## src/rtl/branch_resolve_queue.sv

```systemverilog
// branch_resolve_queue: in-order FIFO of fetch predictions, resolved at execute to drive
// predictor updates, redirects and flushes of wrong-path entries on a mispredict.
module branch_resolve_queue #(
  parameter int QUEUE_DEPTH     = 8,
  parameter int INSTR_SIZE_BYTE = 4
) (
  input  logic                         clk,
  input  logic                         rst_n,
  input  logic [INSTR_SIZE_BYTE*8-1:0] in_fetch_pc,
  input  logic                         in_fetch_nop,
  input  logic                         in_pred_taken,
  input  logic [INSTR_SIZE_BYTE*8-1:0] in_pred_offset,
  output logic                         out_fetch_stall,
  input  logic                         in_exe_valid,
  input  logic                         in_exe_is_branch,
  input  logic                         in_exe_taken,
  input  logic [INSTR_SIZE_BYTE*8-1:0] in_exe_offset,
  output logic [INSTR_SIZE_BYTE*8-1:0] out_exe_pc,
  output logic                         out_exe_nop,
  output logic                         out_exe_branch_taken,
  output logic [INSTR_SIZE_BYTE*8-1:0] out_exe_branch_offset,
  output logic                         out_redirect,
  output logic [INSTR_SIZE_BYTE*8-1:0] out_redirect_pc,
  output logic [15:0]                  out_branch_count,
  output logic [15:0]                  out_mispredict_count,
  output logic                         out_error
);
  localparam int W  = INSTR_SIZE_BYTE * 8;
  localparam int AW = $clog2(QUEUE_DEPTH);
  logic [W-1:0] pc_mem [QUEUE_DEPTH];
  logic [W-1:0] off_mem [QUEUE_DEPTH];
  logic [QUEUE_DEPTH-1:0] taken_mem;
  logic [AW-1:0] rd_ptr, wr_ptr;
  logic [AW:0] count;
  logic full, pop, push, mis, br_pop, err_now;
  logic [W-1:0] head_pc, head_off, redirect_pc;
  logic head_taken;
  always_comb begin
    full        = count == (AW+1)'(QUEUE_DEPTH);
    pop         = in_exe_valid && count != '0;
    head_pc     = pc_mem[rd_ptr];
    head_off    = off_mem[rd_ptr];
    head_taken  = taken_mem[rd_ptr];
    br_pop      = pop && in_exe_is_branch;
    mis         = br_pop && (head_taken != in_exe_taken || (in_exe_taken && head_off != in_exe_offset));
    // a pop frees a slot for a same-cycle push only when it does not flush the queue
    push        = !in_fetch_nop && !mis && (!full || pop);
    err_now     = (in_exe_valid && count == '0) || (!in_fetch_nop && full && !(pop && !mis));
    redirect_pc = in_exe_taken ? head_pc + in_exe_offset : head_pc + W'(INSTR_SIZE_BYTE);
  end
  assign out_fetch_stall = full;
  always_ff @(posedge clk) begin
    if (push) begin
      pc_mem[wr_ptr]    <= in_fetch_pc;
      off_mem[wr_ptr]   <= in_pred_offset;
      taken_mem[wr_ptr] <= in_pred_taken;
    end
  end
  always_ff @(posedge clk or negedge rst_n) begin
    if (!rst_n) begin
      rd_ptr                <= '0;
      wr_ptr                <= '0;
      count                 <= '0;
      out_exe_pc            <= '0;
      out_exe_nop           <= 1'b1;
      out_exe_branch_taken  <= 1'b0;
      out_exe_branch_offset <= '0;
      out_redirect          <= 1'b0;
      out_redirect_pc       <= '0;
      out_branch_count      <= '0;
      out_mispredict_count  <= '0;
      out_error             <= 1'b0;
    end else begin
      rd_ptr      <= mis ? '0 : rd_ptr + AW'(pop);
      wr_ptr      <= mis ? '0 : wr_ptr + AW'(push);
      count       <= mis ? '0 : count + (AW+1)'(push) - (AW+1)'(pop);
      out_exe_nop <= !br_pop;
      out_redirect <= mis;
      out_error   <= out_error || err_now;
      if (br_pop) begin
        out_exe_pc            <= head_pc;
        out_exe_branch_taken  <= in_exe_taken;
        out_exe_branch_offset <= in_exe_offset;
        out_branch_count      <= out_branch_count + 16'(out_branch_count != 16'hFFFF);
      end
      if (mis) begin
        out_redirect_pc      <= redirect_pc;
        out_mispredict_count <= out_mispredict_count + 16'(out_mispredict_count != 16'hFFFF);
      end
    end
  end
endmodule

```

## config.mk

```make
export PLATFORM = sky130hd
export DESIGN_NAME = branch_resolve_queue
export DESIGN_NICKNAME = d
export VERILOG_FILES = /design/src/rtl/branch_resolve_queue.sv
export SDC_FILE = /design/constraint.sdc
export NUM_CORES = 1
export LEC_CHECK = 0
export BUFFER_PORTS_ARGS = -buffer_cell sky130_fd_sc_hd__buf_2
export CORE_ASPECT_RATIO = 0.75
export CORE_MARGIN = 4
export CORE_UTILIZATION = 54
export DETAILED_ROUTE_END_ITERATION = 10
export GPL_TIMING_DRIVEN = 0
export PLACE_DENSITY = 0.77
export SLEW_MARGIN = 20
export SYNTH_ARGS = -nofsm -noshare
export SYNTH_HDL_FRONTEND = slang
export SYNTH_SLANG_ARGS = --single-unit
```

## constraint.sdc

```tcl
create_clock -name clk -period 10 [get_ports clk]
set_clock_uncertainty 0.1 [all_clocks]
set_input_delay 1.5 -clock clk [delete_from_list [all_inputs] [get_ports clk]]
set_output_delay 1.5 -clock clk [all_outputs]
set_load 0.01 [all_outputs]
```

# == Word-level counts from Yosys, hierarchy flattened ==
# Memories as Yosys holds them, arrays and structs flattened.
# Index checks and enable logic that the tools add are counted.
# classes
n_addsub,8
magnitude_cmp,3
n_eq_ne,5
n_mux,11
n_reduce_logical,22
# ops
op,n
$add 16x1->16,2
$add 32x3->32 const B,1
$add 32x32->32,1
$mux 32,1
$ne 16x16->1 const B,2
$ne 32x32->1,1
$logic_and 1x1->1,11
$bwmux 8,1
$lt 3x4->1 const B,2
$add 3x1->3,2
$mux 3,2
$logic_not 1->1,5
$add 4x1->4,1
$eq 4x4->1 const B,1
$logic_not 4->1,1
$logic_or 1x1->1,4
$mux 1,4
$mux 4,1
$reduce_bool 4->1,1
$sub 4x1->4,1
$bmux 1 s3,1
$demux 1 s3,1
$ge 3x1->1 const B,1
$ne 1x1->1,1
# totals
ff_bits,150
ramBits,512
memories,2
# mem_list
memory,depth,width,read_ports,rd_clocked_by_memory_dff,write_ports,line_no,rtl
off_mem,8,32,1,0,1,31,logic [W-1:0] off_mem [QUEUE_DEPTH];
pc_mem,8,32,1,0,1,30,logic [W-1:0] pc_mem [QUEUE_DEPTH];

# == Logic depth before layout (Yosys ltp) ==
# depth
depth_word,11
depth_mapped,21

# == Least setup slack after synthesis ==
# No wires, ideal clock.
# synth_path
path_kind,input to register
startpoint,in in_exe_taken
endpoint,"mem off_mem[0][0] (netlist name), enable pin"
arrival_time_ns,9.359
t_required_ns,9.229
setup_slack_ns,-0.130
path_stages,8
n_path_buf,2
path_cell_list,clkbuf_1 > nand2_1 > nor4_1 > nand4_1 > o21ba_1 > buf_6 > o21bai_4 > nor4b_1
# synth_between
elab_chain_len,8
word_cells_on_any_way,9
# synth_lines
item,line_no,rtl
"start, declared",16,"input logic in_exe_taken,"
$ne 1x1->1 or $logic_and 1x1->1 (tied branches),45,mis = br_pop && (head_taken != in_exe_taken || (in_exe_taken && head_off != in_exe_offset));
$logic_or 1x1->1 (*),45,
$logic_and 1x1->1 (*),45,
$logic_not 1->1 (*),47,push = !in_fetch_nop && !mis && (!full || pop);
$logic_and 1x1->1 (*) (2 in series),47,
$mux 1 (*),53,if (push) begin
$mux 1 (implied by the code) (*),55,off_mem[wr_ptr] <= in_pred_offset;
"end, declared",31,
# Mark *: on every way between the ends. The rest lies on a longest branch, timed or not.

# == Final worst setup path ==
# layout_path
startpoint,reg rd_ptr[2]
endpoint,reg out_redirect_pc[30]
# layout_between
word_cells_on_any_way,12
# layout_rtl
item,line_no,rtl
"start, declared",33,"logic [AW-1:0] rd_ptr, wr_ptr;"
"start signal, assigned",74,rd_ptr <= mis ? '0 : rd_ptr + AW'(pop);
$mem_v2 8x32 (*),--,
via head_pc[0],36,"logic [W-1:0] head_pc, head_off, redirect_pc;"
$add 32x3->32 or $add 32x32->32 (tied branches),49,redirect_pc = in_exe_taken ? head_pc + in_exe_offset : head_pc + W'(INSTR_SIZE_BYTE);
$mux 32 (*),49,
"end signal, assigned",87,out_redirect_pc <= redirect_pc;
"end, declared",23,"output logic [INSTR_SIZE_BYTE*8-1:0] out_redirect_pc,"
# Mark *: on every way through the listed nets, which the timed path passes. The rest lies on a longest branch. The select of a mux whose other input is x is not followed.
# A chain may end at the register's enable or synchronous reset.

==> impl_metrics.json <==
{
  "status": "finished, final reports clean",
  "synthMuxAreaShare_pct": 12.79,
  "synth-compound-area-share_pct": 4.591,
  "synth_edf_count": 520,
  "slew-limit-headroom_pct": 29.69,
  "start_util_pct": 54.65,
  "timing.rr.start": "rd_ptr[2]",
  "cts_made_buffers": 61,
  "grt_pass1_vias": 17230,
  "netlist_instances": 1774,
  "crit_fanout": 10,
  "drt_iter0_markers": 1799,
  "final_cell_mix": "520 x edfxtp_1, 294 x buf_2, 191 x nand2_1",
  "synth_top_area_cell": "edfxtp_1",
  "yosysWarnings": 0,
  "grt_pass1_wl_um": 109800,
  "fmax_ghz": 0.1508,
  "slowest_stage": "buf_1",
  "drc": 0,
  "placed_area_mm2": 0.03098,
  "start_kind": "flip-flop",
  "rsz0062_at_grt": "false",
  "hold_depth": 2,
  "vias_per_cell": 5.932,
  "crit_buf_inv": 7,
  "fin_crit_ns": 6.632,
  "cp.required_ns": 10.43,
  "critPathMaxStageDelay_ns": 0.67,
  "p_per_area_mw_per_mm2": 300.9,
  "clk_latency_ns": 0.65,
  "worstSetupPathType": "flip-flop to flip-flop",
  "worstPathCellList": "buf_2 -> buf_2 -> buf_2 -> buf_2 -> buf_1 -> mux2i_1 -> inv_1 -> ha_1 -> inv_1 -> fa_1 -> nor2b_1 -> o21bai_1 -> a31oi_1 -> a22o_1 -> a41oi_1 -> o21ai_1 -> a21o_1 -> a221oi_1 -> or4_1 -> a41oi_2",
  "numClockSinks": 662,
  "ys_seq_area_share_pct": 67.95,
  "timing.final.crit_share_pct": 66.32,
  "ctsHoldBuffers": 0,
  "hold_class": "flip-flop to flip-flop",
  "fin_tns_setup_ns": 0,
  "post_cts_resized": 0,
  "setup_violations": 0,
  "hpwl_um": 55240,
  "ant_nets": 0,
  "syn2layout_area_growth_pct": 17.27,
  "cts.clk_slew.worst_paths_ns": 0.06,
  "p_leak_uw": 0.01258,
  "core_area_mm2": 0.05162,
  "ir_drop_mv": 0.2139,
  "cpMostUsedCell": "buf_2",
  "num_rows": 72,
  "syn_nets": 1924,
  "cts_setup_buffers": 0,
  "wl_um": 74950,
  "setup.worst_path.start": "rd_ptr[2]",
  "reg2regPathDepth": 20,
  "num_vias": 17350,
  "fp.dieW_um": 271.9,
  "fill_cells": 3627,
  "total_power_uw": 9954,
  "path_depth": 20,
  "synth-simple-area-share_pct": 6.901,
  "arrival_ns": 7.07,
  "worst-slew-pin-transition_ns": 1.025,
  "overflow": 0,
  "synth_xor_area_share_pct": 3.353,
  "track_usage_pct": 26.57,
  "port_buffers": 234,
  "yosys-top-cells-area": "edfxtp_1 55%, dfrtp_1 13%, mux4_2 9.4%, nand2_1 2.5%, mux2i_1 2.4%",
  "post_drt_wl_per_cell_um": 25.63,
  "cts-root-buf": "clkbuf_16",
  "antenna_found_initial": 9,
  "pin_count": 236,
  "r2r_end": "out_redirect_pc[30]",
  "synth_top_family_by_area": "multiplexers",
  "worst_slack_ns": 3.368,
  "drv_cap": 0,
  "synthFlopType": "edfxtp_1",
  "preCtsSetupSlack_ns": 3.577,
  "cts_buffer_depth": 3,
  "finalNetCount": 2317,
  "finalHoldViolCount": 0,
  "die-area_mm2": 0.05600,
  "end_kind": "flip-flop",
  "grt_max_degree": 97,
  "synthAdderAreaFrac_pct": 2.138,
  "cts_tree": "done",
  "layout_commonest_cell": "edfxtp_1",
  "r2r_slack_ns": 3.37,
  "synthesis.area_mm2": 0.02821,
  "ys_types": 74,
  "synth-seq-cells": 662,
  "slew_viol_final": 0,
  "h-tree-depth": 2,
  "drive_above_1_share_pct": 28.96,
  "final_area_mm2": 0.03308,
  "dr.pass1.iters": 5,
  "gp_congestion": 0.9255,
  "synth_top_area_share_pct": 55.35,
  "crit_path_end": "out_redirect_pc[30]",
  "synthArstFlopShare_pct": 21.45,
  "cp_top_family": "buffers and inverters",
  "syn_avg_cell_area_um2": 15.90,
  "die_h_um": 205.9
}
registers in the layout (all words and copies together), names as in the netlist, 3 cells and up:
signal,count
out_mispredict_count,16
off_mem,256
pc_mem,256
out_branch_count,16
taken_mem,8
count,4
out_exe_pc,32
rd_ptr,3
out_exe_branch_offset,32
wr_ptr,3
out_redirect_pc,32
synthesized netlist by cell type (all sizes together) (4+ instances only):
master    n
o211ai    5
o22ai     7
nor4     11
nor2     90
and3     12
nor2b    12
nor3     26
o21a      8
o31ai     7
or4       4
xor2     35
dfrtp   141
and2      6
nand2b    5
a211oi    6
a21oi    62
buf      46
edfxtp  520
o21ai    51
ha       45
nand2   191
mux4    118
mux2     24
mux2i    68
nand4    27
clkbuf   32
a21o     24
xnor2    73
a31oi     6
inv      44
a221oi    8
nand3    26
metrics by stage:
step	instances	hold slack, ns	util (%)
after CTS	2923	0.3731	64.08
final	2924	0.3689	64.09
after global routing	2924	0.3897	64.09
after global placement	2711	0.3542	58.62
after detailed placement	2807	0.3578	60.01
after floorplan	1774	0.4092	-
worst register-to-register path: stages (launching register included):
cell and delay (ns):
dfrtp_1 0.33, buf_2 0.30, buf_2 0.37, buf_2 0.41, buf_2 0.49, buf_1 0.67, mux2i_1 0.26, inv_1 0.11
ha_1 0.20, inv_1 0.07, fa_1 0.41, nor2b_1 0.18, o21bai_1 0.11, a31oi_1 0.39, a22o_1 0.29, a41oi_1 0.23
o21ai_1 0.39, a21o_1 0.26, a221oi_1 0.22, or4_1 0.56, a41oi_2 0.19
worst min path at each step:
stage / from / end / slack [ns]
after detailed placement: out_exe_branch_offset[29] / out_exe_branch_offset[29] / 0.36
after CTS: out_exe_branch_offset[4] / out_exe_branch_offset[4] / 0.37
after floorplan: out_error / out_error / 0.41
after global placement: out_exe_branch_offset[23] / out_exe_branch_offset[23] / 0.35
after global routing: out_exe_branch_offset[29] / out_exe_branch_offset[29] / 0.39
final: out_exe_branch_offset[4] / out_exe_branch_offset[4] / 0.37
power by group:
part           switching (µW)  internal, µW  leakage, µW
Clock                    1040          1370      0.00104
Sequential                220          3450      0.00646
Combinational            2290          1580      0.00508
Total                    3550          6410       0.0126
kinds of logic (layout without fill, tap and decap cells):
group	count (synthesis)	after routing
compound gates	203	203
xor+xnor	108	108
fa+ha+maj	47	47
buf+inv	122	568
flops	662	662
mux	210	210
other cells	0	1
simple gates	422	422
final cells by class:
cell class              count  area [µm²]  share of cell area [%]
clock inverters            40       394.1                   1.191
flip-flops and latches    662       19170                   57.95
repair buffers            330        1844                   5.575
multi-input cells         990        8444                   25.53
plain buffers              78       475.5                   1.437
well taps                 703       879.6                   2.659
inverters                  44       165.2                  0.4992
clock buffers              76        1707                   5.159
diodes                      1       2.502                0.007564
metal layers:
metal	global-route usage [%]	vias up	part of all wire, %
met4	8.725	16	3.3
li1	-	7573	-
met1	36.91	8704	40
met2	41.82	902	47
met5	0	-	0.17
met3	6.825	150	10
No activity file was read; power rests on OpenSTA's default activity.
